==> src/rtl/edulent_pkg.sv <==
// Shared definitions for the memory loader: state encoding, width defaults
// and error codes.
package edulent_pkg;

    localparam int ADDR_W_DEF = 8;
    localparam int DATA_W_DEF = 8;

    typedef enum logic [2:0] {
        ST_IDLE   = 3'd0,
        ST_LOAD   = 3'd1,
        ST_CHK    = 3'd2,
        ST_VERIFY = 3'd3,
        ST_DONE   = 3'd4
    } state_t;

    localparam logic [1:0] ERR_NONE     = 2'b00;
    localparam logic [1:0] ERR_CHKSUM   = 2'b01;
    localparam logic [1:0] ERR_READBACK = 2'b10;

endpackage

==> src/rtl/mem_loader.sv <==
// Streams a checksummed payload into memory, then reads it back and compares
// sums while holding the core stalled.
import edulent_pkg::*;

module mem_loader #(
    parameter int ADDR_W = ADDR_W_DEF,
    parameter int DATA_W = DATA_W_DEF
) (
    input  logic              i_clk,
    input  logic              i_rstn,
    input  logic              i_start,
    input  logic [ADDR_W-1:0] i_base_addr,
    input  logic [ADDR_W:0]   i_len,
    input  logic [DATA_W-1:0] i_s_data,
    input  logic              i_s_valid,
    output logic              o_s_ready,
    output logic [ADDR_W-1:0] o_mem_addr,
    output logic [DATA_W-1:0] o_mem_data_write,
    output logic              o_mem_write_enable,
    input  logic [DATA_W-1:0] i_mem_data_read,
    output logic              o_busy,
    output logic              o_cpu_hold,
    output logic              o_done,
    output logic              o_error,
    output logic [1:0]        o_err_code
);

    localparam logic [ADDR_W:0] MAX_LEN = {1'b1, {ADDR_W{1'b0}}};
    localparam logic [ADDR_W:0] ONE     = {{ADDR_W{1'b0}}, 1'b1};

    state_t            state_q, state_d;
    logic [ADDR_W-1:0] base_q, base_d;
    logic [ADDR_W:0]   len_q, len_d;
    logic [ADDR_W:0]   idx_q, idx_d;
    logic [DATA_W-1:0] sum_q, sum_d;
    logic [DATA_W-1:0] rb_sum_q, rb_sum_d;
    logic              err_q, err_d;
    logic [1:0]        code_q, code_d;

    logic [ADDR_W:0]   len_clamped;
    logic [DATA_W-1:0] stream_sum;
    logic [DATA_W-1:0] rb_next;
    logic              last_idx;

    assign len_clamped = (i_len > MAX_LEN) ? MAX_LEN : i_len;
    assign stream_sum  = sum_q + i_s_data;
    assign rb_next     = rb_sum_q + i_mem_data_read;
    assign last_idx    = (idx_q == (len_q - ONE));

    assign o_s_ready          = (state_q == ST_LOAD) || (state_q == ST_CHK);
    assign o_mem_write_enable = (state_q == ST_LOAD) && i_s_valid;
    assign o_mem_data_write   = (state_q == ST_LOAD) ? i_s_data : '0;
    assign o_mem_addr         = ((state_q == ST_LOAD) || (state_q == ST_VERIFY))
                                ? base_q + idx_q[ADDR_W-1:0] : '0;
    assign o_busy             = (state_q != ST_IDLE);
    assign o_cpu_hold         = (state_q != ST_IDLE);
    assign o_done             = (state_q == ST_DONE);
    assign o_error            = err_q;
    assign o_err_code         = code_q;

    always_comb begin
        state_d  = state_q;
        base_d   = base_q;
        len_d    = len_q;
        idx_d    = idx_q;
        sum_d    = sum_q;
        rb_sum_d = rb_sum_q;
        err_d    = err_q;
        code_d   = code_q;
        case (state_q)
            ST_IDLE: begin
                if (i_start) begin
                    err_d  = 1'b0;
                    code_d = ERR_NONE;
                    if (i_len == '0) begin
                        state_d = ST_DONE;
                    end else begin
                        base_d   = i_base_addr;
                        len_d    = len_clamped;
                        idx_d    = '0;
                        sum_d    = '0;
                        rb_sum_d = '0;
                        state_d  = ST_LOAD;
                    end
                end
            end
            ST_LOAD: begin
                if (i_s_valid) begin
                    sum_d = stream_sum;
                    idx_d = idx_q + ONE;
                    if (last_idx) state_d = ST_CHK;
                end
            end
            ST_CHK: begin
                if (i_s_valid) begin
                    if (stream_sum != '0) begin
                        err_d  = 1'b1;
                        code_d = ERR_CHKSUM;
                    end
                    idx_d    = '0;
                    rb_sum_d = '0;
                    state_d  = ST_VERIFY;
                end
            end
            ST_VERIFY: begin
                rb_sum_d = rb_next;
                idx_d    = idx_q + ONE;
                if (last_idx) begin
                    // a checksum failure is the root cause, so it keeps its code
                    if ((rb_next != sum_q) && (code_q != ERR_CHKSUM)) begin
                        err_d  = 1'b1;
                        code_d = ERR_READBACK;
                    end
                    state_d = ST_DONE;
                end
            end
            ST_DONE: state_d = ST_IDLE;
            default: state_d = ST_IDLE;
        endcase
    end

    always_ff @(posedge i_clk or negedge i_rstn) begin
        if (!i_rstn) begin
            state_q  <= ST_IDLE;
            base_q   <= '0;
            len_q    <= '0;
            idx_q    <= '0;
            sum_q    <= '0;
            rb_sum_q <= '0;
            err_q    <= 1'b0;
            code_q   <= ERR_NONE;
        end else begin
            state_q  <= state_d;
            base_q   <= base_d;
            len_q    <= len_d;
            idx_q    <= idx_d;
            sum_q    <= sum_d;
            rb_sum_q <= rb_sum_d;
            err_q    <= err_d;
            code_q   <= code_d;
        end
    end

endmodule

==> config.mk <==
export PLATFORM = sky130hd
export DESIGN_NAME = mem_loader
export DESIGN_NICKNAME = d
export VERILOG_FILES = /design/src/rtl/edulent_pkg.sv /design/src/rtl/mem_loader.sv
export SDC_FILE = /design/constraint.sdc
export NUM_CORES = 1
export LEC_CHECK = 0
export CAP_MARGIN = 20
export CORE_ASPECT_RATIO = 1.25
export CORE_UTILIZATION = 45
export DETAILED_ROUTE_END_ITERATION = 8
export PLACE_DENSITY = 0.79
export SETUP_SLACK_MARGIN = 0.1
export SYNTH_ARGS = -nofsm -noshare
export SYNTH_HDL_FRONTEND = slang
export SYNTH_SLANG_ARGS = --single-unit
==> constraint.sdc <==
create_clock -name i_clk -period 6.9 [get_ports i_clk]
set_clock_uncertainty 0.1 [all_clocks]
set_input_delay 2.07 -clock i_clk [delete_from_list [all_inputs] [get_ports i_clk]]
set_output_delay 2.07 -clock i_clk [all_outputs]
set_load 0.05 [all_outputs]
After elaboration in Yosys (flattened, before gate mapping)
Index checks and enable logic that the tools add are counted.
- reduce and logical (&&, ||, !) cells: 17
- equal/unequal tests: 15
- bitwise logic cells: 1
- magnitude comparators: 1
- mux-type cells: 33
- add/subtract/negate cells: 5
- operators with widths (operator ; count):
    2-to-1 mux 8 bit ; 6
    2-to-1 mux 9 bit ; 5
    one-hot mux 9 bit (4 select lines) ; 1
    adder 8 bit ; 3
    one-hot mux 8 bit (3 select lines) ; 1
    2-to-1 mux 3 bit ; 6
    one-hot mux 8 bit (2 select lines) ; 1
    != test 2 bit (second input constant) ; 6
    one-hot mux 3 bit (4 select lines) ; 1
    2-to-1 mux 2 bit ; 5
    AND reduction 5 bit ; 2
    adder 9 x 1 -> 9 bit (second input constant) ; 1
    equality test 9 bit ; 1
    greater-than comparator 9 bit (second input constant) ; 1
    logical NOT 9 bit ; 1
    subtractor 9 x 1 -> 9 bit (second input constant) ; 1
    != test 8 bit ; 1
    AND reduction 4 bit ; 2
    nonzero test 8 bit ; 1
    equality test 3 x 2 -> 1 bit (second input constant) ; 2
    != test 2 x 1 -> 1 bit (second input constant) ; 3
    one-hot mux 2 bit (3 select lines) ; 1
    AND reduction 6 bit ; 1
    nonzero test 3 bit ; 2
    other kinds (11) ; 17
- register bits: 48
- output and inout port bits: 24
- bits of input ports: 37
- word-level logic and storage cells: 80

Depth between registers and ports, before layout
- word-level depth: 6
- depth in mapped cells: 9
- depth with buffers taken out: 9

Worst setup path before layout
No wires, ideal clock.
- path type: in2out
- start: input i_s_valid
- end: output o_mem_write_enable
- path buffers: 0
- arrival: 2.531 ns
- data required time: 4.730 ns
- stages: 2
- path slack: 2.199 ns
- path through: nand2_1 -> inv_1
- longest elaborated chain between the ends: 1
- RTL lines (element ; line ; text):
    start, declared ; mem_loader.sv:15 ; input logic i_s_valid,
    logical AND 1 bit ; mem_loader.sv:51 ; assign o_mem_write_enable = (state_q == ST_LOAD) && i_s_valid;
    end, declared ; mem_loader.sv:19 ; output logic o_mem_write_enable,
Every way passes these cells.

Worst setup path in the final report
Same ends and word-level chain as after synthesis.

==> summary.md <==
| Metric | Value |
|---|---|
| Status | `completed` |
| Seq. cell area | `1200 um^2` |
| Clk sink count | `48` |
| IO Port Bufs | `60` |
| Hold path start | `rb_sum_q[4]` |
| Max Fclk | `0.168 GHz` |
| Synth Area in XOR/XNOR | `0.110` |
| Reg-to-reg slack, setup | `3.94 ns` |
| # nets final | `528` |
| Pwr dens | `358 nW/um^2` |
| Adder-Cell Fraction of Synth Area | `0.0950` |
| Setup TNS | `0 ns` |
| EDFF count, synth | `0` |
| Primary FF master, synth | `dfrtp_1` |
| Reg2Reg Depth | `9` |
| Die H | `103 um` |
| Clk root buf | `clkbuf_8` |
| Number of global-route vias before repair | `3167` |
| Internal | `0.840 mW` |
| Hold Path Sink | `rb_sum_q[4]` |
| Hold Path Stages | `2` |
| Fill count | `725` |
| Clock power share | `0.117` |
| Max Buffers Root-to-Sink | `2` |
| Max-slew violations | `0` |
| Comb pwr share | `0.590` |
| TritonCTS Buffers | `5` |
| Share of power burned in registers | `0.293` |
| Synth Area in Simple Gates | `0.208` |
| CP Data Required Time | `4.73 ns` |
| Wire length after detailed routing | `8750 um` |
| Hold_buf cts | `0` |
| Synthesis-to-layout area growth | `20.5%` |
| Lkg Pwr | `2.00 nW` |
| I/O Pins | `61` |
| Synth top area share | `0.328` |
| Top cells by area, synth | `dfrtp_1, ha_1, xnor2_1` |
| Layout cells sized above 1 | `0.0731` |
| Cell variety after synth | `62` |
| Net Sw Frac | `0.468` |
| Post-synthesis compound-gate area fraction | `0.167` |
| Row cnt | `36` |
| Post-synthesis mux area share | `0.0478` |
| Clock slew at reported path FFs | `0.09 ns` |
| Largest family of logic cells by synthesized area | `simple AND/OR/NAND/NOR gates` |
| Reg2reg end | `o_err_code[0]` |
| Cell count after synthesis | `413` |
| Worst-path fanout max | `8` |
| Htree depth | `2` |
| Die span in x | `82.7 um` |
| GPL Wtd Cong | `0.852` |
| Final hold violation count | `0` |
| Gr ovfl total | `0` |
| Final setup viols | `0` |
| DR pass1 iterations | `4` |
| Slew headroom | `0.574` |
| Syn Std Cell Area | `3660 um^2` |
| Vias per cell | `5.63` |
| Postcts setup bufs | `0` |
| Startpoint Class | `primary input` |
| DR WL/cell | `15.6 um` |
| Via Count | `3154` |
| Critical path capture point type | `output pin` |
| Slew @ Worst Pin | `0.637 ns` |
| Setup CP Type | `in2out` |
| Seq/Total Area, Yosys | `0.328` |
| Core area | `7840 um^2` |
| Busiest grt layer | `met2` |
| Starting Density | `0.467` |
| Post-synth top area cell | `dfrtp_1` |
| Drt initial violations | `163` |
| Period minus WS final | `5.97 ns` |
| CTS tree | `built` |
| N_diodes | `0` |
| Grt met2 use | `0.401` |
| Dpl hpwl | `6720 um` |
| Max capacitance violation total | `0` |
| Hold Crit Class | `reg2reg` |
| Met3 usage | `0.0327` |
| Met1 GRT Util | `0.246` |
| CTS resizes | `0` |
| First-pass GRT wire length | `14200 um` |
| Avg Inst Size Synth | `8.86 um^2` |
| Yosys warns | `0` |
| Largest net degree at the start of global routing | `49` |
| Launch point of the worst reg-to-reg path | `sum_q[0]` |
| Sw Pwr | `0.738 mW` |
| CP Launch Point | `i_s_valid` |
| Tcrit/Tclk final | `0.865` |
| Worst hold slack | `0.389 ns` |
| Seq cells post-synth | `48` |
| Peak VDD IR | `0.000242 V` |
| Clk Latency, worst-skew pair | `0.30 ns` |
| Die area | `8500 um^2` |
| Area occupied by multi-input gates | `2300 um^2` |
| Worst Path Arrival | `3.80 ns` |
| RSZ-0062 raised after global routing | `no` |
| Antenna violations before repair | `0` |
| Post-DRT Antenna Nets | `0` |
| FFs w/ async S/R, synth | `1.00` |
| Mapped Nets | `476` |
| Gr usage total | `0.220` |
| Post-route DRC | `0` |
kinds of logic after synthesis:
group,Yosys count
simple gates,148
compound gates,91
flops,48
xor+xnor,46
buf+inv,38
fa+ha+maj,26
mux,16
sequential cells by signal (all words and copies together), names as in the netlist:
name / flops
idx_q: 9
len_q: 9
base_q: 8
rb_sum_q: 8
sum_q: 8
state_q: 3
o_err_code: 2
o_error: 1
layout make-up:
type | instances | share of cell area
inverter | 20 | 0.0170
tap | 95 | 0.0270
timing repair buffer | 63 | 0.140
sequential | 48 | 0.272
clock buffer | 7 | 0.0218
multi-input combinational | 327 | 0.522
cell usage after synthesis (3+ instances only):
| library cell | count |
|---|---|
| dfrtp_1 | 48 |
| nand2_1 | 37 |
| nor2_1 | 33 |
| o21ai_0 | 29 |
| xnor2_1 | 25 |
| ha_1 | 23 |
| xor2_1 | 21 |
| inv_1 | 20 |
| a21oi_1 | 18 |
| nand3_1 | 14 |
| clkbuf_1 | 12 |
| mux2_2 | 12 |
| nand2b_1 | 12 |
| and2_1 | 11 |
| nor3_1 | 9 |
| a21o_1 | 8 |
| nand4_1 | 6 |
| o21bai_1 | 5 |
| and4_1 | 4 |
| buf_2 | 4 |
| mux2i_1 | 4 |
| a211oi_1 | 3 |
| fa_1 | 3 |
| nor3b_1 | 3 |
| nor4_1 | 3 |
power groups by stage:
stage          clock, mW  combinational (mW)  sequential [mW]
2_1_floorplan          0               0.713            0.439
3_3_place_gp           0               0.897            0.465
3_5_place_dp           0               0.925            0.467
4_1_cts            0.188               0.930            0.462
5_1_grt            0.202                1.02            0.474
6_report           0.185               0.930            0.463
worst max-delay path by stage:
stage | end | slack (ns) | depth (start not counted)
after floorplan | o_mem_write_enable | 2.20 | 2
after global placement | o_mem_write_enable | 0.93 | 4
after detailed placement | o_mem_write_enable | 0.94 | 4
after CTS | o_mem_write_enable | 0.92 | 4
after global routing | o_mem_write_enable | 0.87 | 4
final | o_mem_write_enable | 0.93 | 4
routing by layer:
metal  wire length (um)  share of wire
met1               3590           0.41
met2               4590           0.52
met3                299          0.034
met4                270          0.031
met5                  0              0
through the flow:
step	power, mW	util	instances	setup slack [ns]	cell area [um^2]
2_1_floorplan	1.15	-	413	2.20	3660
3_3_place_gp	1.36	0.550	553	0.933	4310
3_5_place_dp	1.39	0.550	553	0.936	4310
4_1_cts	1.58	0.563	560	0.920	4410
5_1_grt	1.69	0.563	560	0.868	4410
6_report	1.58	0.563	560	0.933	4410
layout by cell type, fill, tap and decap left out, types with 3 or more instances in the layout:
cell type | Yosys | layout
ha_1 | 23 | 23
nand3_1 | 14 | 14
xnor2_1 | 25 | 25
o21bai_1 | 5 | 5
nand4_1 | 6 | 6
buf_4 | 1 | 3
nor2_1 | 33 | 33
o21ai_0 | 29 | 29
clkbuf_8 | 0 | 7
nor3_1 | 9 | 9
dfrtp_1 | 48 | 48
and2_1 | 11 | 11
xor2_1 | 21 | 21
nand2b_1 | 12 | 12
a211oi_1 | 3 | 3
mux2_2 | 12 | 12
mux2i_1 | 4 | 4
clkdlybuf4s50_1 | 0 | 59
inv_1 | 20 | 20
and4_1 | 4 | 4
a21o_1 | 8 | 8
nand2_1 | 37 | 37
a21oi_1 | 18 | 18
nor4_1 | 3 | 3
nor3b_1 | 3 | 3
fa_1 | 3 | 3
critical path: stages:
cell	delay [ns]
clkdlybuf4s50_1	0.63
nand2_1	0.15
inv_1	0.13
clkdlybuf4s50_1	0.81
(Power assumes the default switching activity.)
==> patch 1: new RTL, config.mk and constraints unchanged <==
The package constant `ADDR_W_DEF` goes from 8 to 9.
--- a/src/rtl/edulent_pkg.sv
+++ b/src/rtl/edulent_pkg.sv
@@ -3,5 +3,5 @@
 package edulent_pkg;
 
-    localparam int ADDR_W_DEF = 8;
+    localparam int ADDR_W_DEF = 9;
     localparam int DATA_W_DEF = 8;
 
Interface: changed (resized i_base_addr, i_len and o_mem_addr); port bits go from 61 to 64. No check against the original RTL was run, so the function may have changed too.
==> patch 1 against the original RTL <==
The run now ends with design-rule violations left. Count of clock-buffer cells in the layout fell by 2. Via count up 9.5%. Final cell count increased by 9.3%. Cell area rose by 4.4%. Area after synthesis up 4.3%. Maximum frequency shrank 1.3%. Routed wire length is 6.3% higher. Sequential cell count up 3. Setup slack worse by 0.078 ns. Total power rose by 47%. Register-to-register slack worse by 0.04 ns. Highest routed layer unchanged.
==> patch 1: results (changes against the original RTL) <==
status: finished, violations left
failing checks: design-rule violations
dpl cells: 603 (+9.0%)
WP data arrival: 3.87 ns (+0.07 ns)
fin nets: 580 (+9.8%)
GRT Total Usage: 0.2192 (-0.0004901)
register area share after synthesis: 0.3342 (+0.006114)
antenna violations before repair: 0 (unchanged)
Clock Latency Late Sink: 0.32 ns (+0.02 ns)
Post-Place Setup Slack: 0.8541 ns (-0.08202 ns)
post-detail-place hpwl: 7037 um (+4.6%)
Net Count, Synth: 525 (+10%)
warnings from Yosys: 0 (unchanged)
Detailed Route Iter0 Violations: 99 (-39%)
Clock Path Buffers: 2 (unchanged)
Post-CTS Setup Repair Bufs: 0 (unchanged)
PostCTS Resize Cnt: 0 (unchanged)
TritonCTS Buffers: 5 (unchanged)
Critical-path top delay cell: clkdlybuf4s50_1
Leak: 2.046 nW (+2.6%)
clock-pin slew on the worst setup and hold paths: 0.10 ns
GPL Wtd Cong: 0.8576 (+0.63%)
biggest regs: idx_q: 10 flops, len_q: 10 flops, base_q: 9 flops
number of remaining DRC errors: 12 (+12)
fillers: 747 (+3.0%)
fraction of layout cells with a size suffix above 1: 0.04466 (-0.02846)
total wire length: 9299 um (+6.3%)
vias: 3453 (+9.5%)
htree depth: 2 (unchanged)
max incr delay on CP: 0.81 ns (about the same)
Main synth FF type: dfrtp_1
Via density: 5.642 (+0.18%)
first drt pass iteration count: 6 (+2)
most frequent cells after synthesis: nand2_1 (77), dfrtp_1 (51), nor2_1 (42)
largest net degree at the start of global routing: 52 (+6.1%)
Worst-Margin Slew: 1.000 ns (+0.3635 ns)
Peak VDD IR: 428.7 uV (+77%)
synth unique cells: 60 (-3.2%)
Mapped Cells: 459 (+11%)
top cells by area, synth: dfrtp_1 (33%), ha_1 (7.9%), nand2_1 (7.6%)
I/O Buffers: 63 (+5.0%)
CP delay by family, top: buffers and inverters
asr flop ratio synth: 1.000 (unchanged)
first-pass GRT wire length: 15820 um (+11%)
Hold Crit Class: flop to flop
n_diodes: 0 (unchanged)
clk root buf: clkbuf_8
largest fanout on the critical path: 9 (+1)
## patch 1: cell count changes in the layout (fill, tap and decap cells not counted), sizes merged, moves of 4 or more
cell / delta
xor2: +7
nand2: +40
o31ai: +4
mux2: -9
a21oi: +4
nor2: +9
or3: +4
xnor2: -6
o21ai: -4
and4: -4
nor3: +5
nand2b: -8
## patch 1: logic make-up (layout without fill, tap and decap cells)
| logic type | Yosys count | count (layout) | share of synthesized area |
|---|---|---|---|
| muxes | 5 | 5 | 0.01409 |
| DFF | 51 | 51 | 0.3342 |
| AOI/OAI and AO/OA | 98 | 98 | 0.1717 |
| and+or+nand+nor | 193 | 193 | 0.2375 |
| adders and majority gates | 27 | 27 | 0.09437 |
| xor gates and xnor gates | 47 | 47 | 0.1078 |
| buffers and inverters | 38 | 94 | 0.04030 |
## patch 1: area by class of cell
class / count / area share
clock buffer: 5 / 0.01495
clock inverter: 3 / 0.005436
inverter: 21 / 0.01712
multi-input combinational: 370 / 0.5189
sequential: 51 / 0.2772
tap: 97 / 0.02637
timing repair buffer: 65 / 0.1400
## patch 1: worst paths after layout
check,startpoint,end,slack (ns),depth (start not counted)
worst max-delay path,i_s_valid,o_mem_write_enable,0.86,4
worst min-delay path,base_q[0],base_q[0],0.39,2
worst max register to register,sum_q[0],o_err_code[0],3.90,9
worst min register to register,base_q[0],base_q[0],0.39,2
max in group asynchronous,i_rstn,len_q[3],4.49,2
min in group asynchronous,i_rstn,sum_q[1],1.74,2
## patch 1: worst min-delay path, stage by stage (launching register included)
cell and delay (ns):
dfrtp_1 0.36, nand2_1 0.05, nand2_1 0.05
## patch 1: power by group
part	total, mW	switching [mW]	leakage (nW)	internal [mW]
sequential	0.574	0.161	0.658	0.413
clock	0.183	0.110	0.0443	0.0728
combinational	1.56	0.943	1.34	0.612
## patch 1: stage by stage
step	utilization	power [mW]	cell area (um^2)
floorplan	-	1.712	3819
global placement	0.5459	2.074	4498
detailed placement	0.5459	2.115	4498
CTS	0.5572	2.310	4592
global route	0.5586	2.489	4603
finish	0.5586	2.313	4603
## patch 1: layer usage
layer,vias to the layer above,share of wire,track usage
li1,1712,-,-
met1,1626,0.43,0.2602
met2,95,0.50,0.3841
met3,20,0.045,0.03081
met4,0,0.028,0.1126
met5,-,0,0
==> patch 2: new RTL, same settings <==
Without the edit above. `sum_q` and `rb_sum_q` no longer have a reset.
--- a/src/rtl/mem_loader.sv
+++ b/src/rtl/mem_loader.sv
@@ -126,6 +126,4 @@
             len_q    <= '0;
             idx_q    <= '0;
-            sum_q    <= '0;
-            rb_sum_q <= '0;
             err_q    <= 1'b0;
             code_q   <= ERR_NONE;
@@ -135,6 +133,4 @@
             len_q    <= len_d;
             idx_q    <= idx_d;
-            sum_q    <= sum_d;
-            rb_sum_q <= rb_sum_d;
             err_q    <= err_d;
             code_q   <= code_d;
@@ -142,4 +138,9 @@
     end
 
+    always_ff @(posedge i_clk) begin
+        sum_q    <= sum_d;
+        rb_sum_q <= rb_sum_d;
+    end
+
 endmodule
 
Function: same outputs for any inputs over 4 cycles, from zero or initial values and one cycle with i_rstn low; that may be too few to reach the edited logic, so the function may still have changed.
==> patch 2 against the original RTL <==
Clock power shrank 4%. First-iteration DRC count grew 17%. Setup slack gained 0.24 ns. Critical endpoint unchanged. Area after synthesis shrank 3.6%. Die area shrank 3.5%. Count of clock-buffer cells in the layout is the same. Sequential cell count is the same. Total power grew 51%. Cell area shrank 2.8%. Sequential share of layout area grew 2.7 points. Routed wire length shrank 12%. Core utilization grew 0.95 points.
==> patch 2: results (changes against the original RTL) <==
first-pass GRT wire length: 12830 um (-9.8%)
FF-to-FF setup slack: 3.88 ns (-0.06 ns)
WL per Instance: 14.78 um (-5.4%)
DP Area: 4187 um^2 (-3.0%)
register area share after synthesis: 0.3629 (+0.03477)
register area: 1281 um^2 (+6.7%)
fraction of layout cells with a size suffix above 1: 0.06542 (-0.007698)
Worst-Margin Slew: 0.9644 ns (+0.3278 ns)
dpl cells: 511 (-7.6%)
Detailed Route Iter0 Violations: 191 (+17%)
cell-internal power: 1.192 mW (+42%)
fin nets: 490 (-7.2%)
Mapped Cells: 374 (-9.4%)
status: finished clean
GRT Total Usage: 0.2022 (-0.01756)
GR Layer Usage met3: 0.02534 (-0.007404)
WL met2: 3972 um (-14%)
post-detail-place hpwl: 6036 um (-10%)
largest net degree at the start of global routing: 33 (-33%)
most frequent cells after synthesis: nor2_1 (37), dfrtp_1 (32), nand2_1 (24), xor2_1 (24)
synth unique cells: 53 (-15%)
asr flop ratio synth: 0.6667 (-0.3333)
met1 usage: 0.2368 (-0.009397)
worst hold slack: 0.4209 ns (+0.03233 ns)
vias: 2920 (-7.4%)
top cells by area, synth: dfrtp_1 (23%), edfxtp_1 (14%), ha_1 (8.2%)
Net Count, Synth: 437 (-8.2%)
WP data arrival: 3.55 ns (-0.25 ns)
Leak: 1.784 nW (-11%)
[patch 2: changes by cell type in the layout (fill, tap and decap cells not counted), sizes merged, moves of 4 or more]
cell	before	now
and3	3	8
and4	4	0
dfrtp	48	32
edfxtp	0	16
inv	20	9
nand2	37	24
nand3	14	7
nor2	33	37
o21a	1	5
o21ai	30	19
or3	0	5
[patch 2: logic make-up after synthesis]
kind of cell / Yosys count / share of synthesized area
DFF: 48 / 0.3629
muxes: 15 / 0.04819
buffers and inverters: 25 / 0.02870
AOI/OAI and AO/OA: 80 / 0.1485
xor gates and xnor gates: 47 / 0.1166
and+or+nand+nor: 133 / 0.1967
adders and majority gates: 26 / 0.09851
[patch 2: critical path, delay by kind of cell]
family,cells,cell delay [ns]
buffers and inverters,2,1.33
AND/OR/NAND/NOR,1,0.15
[patch 2: cell type report]
cell class | count | share of cell area
Inverter | 9 | 0.007883
Sequential cell | 48 | 0.2990
Tap cell | 92 | 0.02686
Clock buffer | 7 | 0.02015
Clock inverter | 1 | 0.001752
Timing Repair Buffer | 62 | 0.1431
Multi-Input combinational cell | 301 | 0.5013
[patch 2: how the worst min path moves through the flow]
stage                      to  cells past startpoint
finish              base_q[5]                      1
global route        base_q[7]                      1
CTS                 base_q[5]                      1
detailed placement  base_q[5]                      1
global placement     len_q[1]                      2
floorplan            len_q[1]                      2
[patch 2: power groups by stage]
stage          Sequential (mW)  Combinational (mW)  Clock [mW]
2_1_floorplan            0.566                1.24           0
3_3_place_gp             0.605                1.56           0
3_5_place_dp             0.610                1.60           0
4_1_cts                  0.604                1.61       0.181
5_1_grt                  0.625                1.75       0.193
6_report                 0.603                1.60       0.177
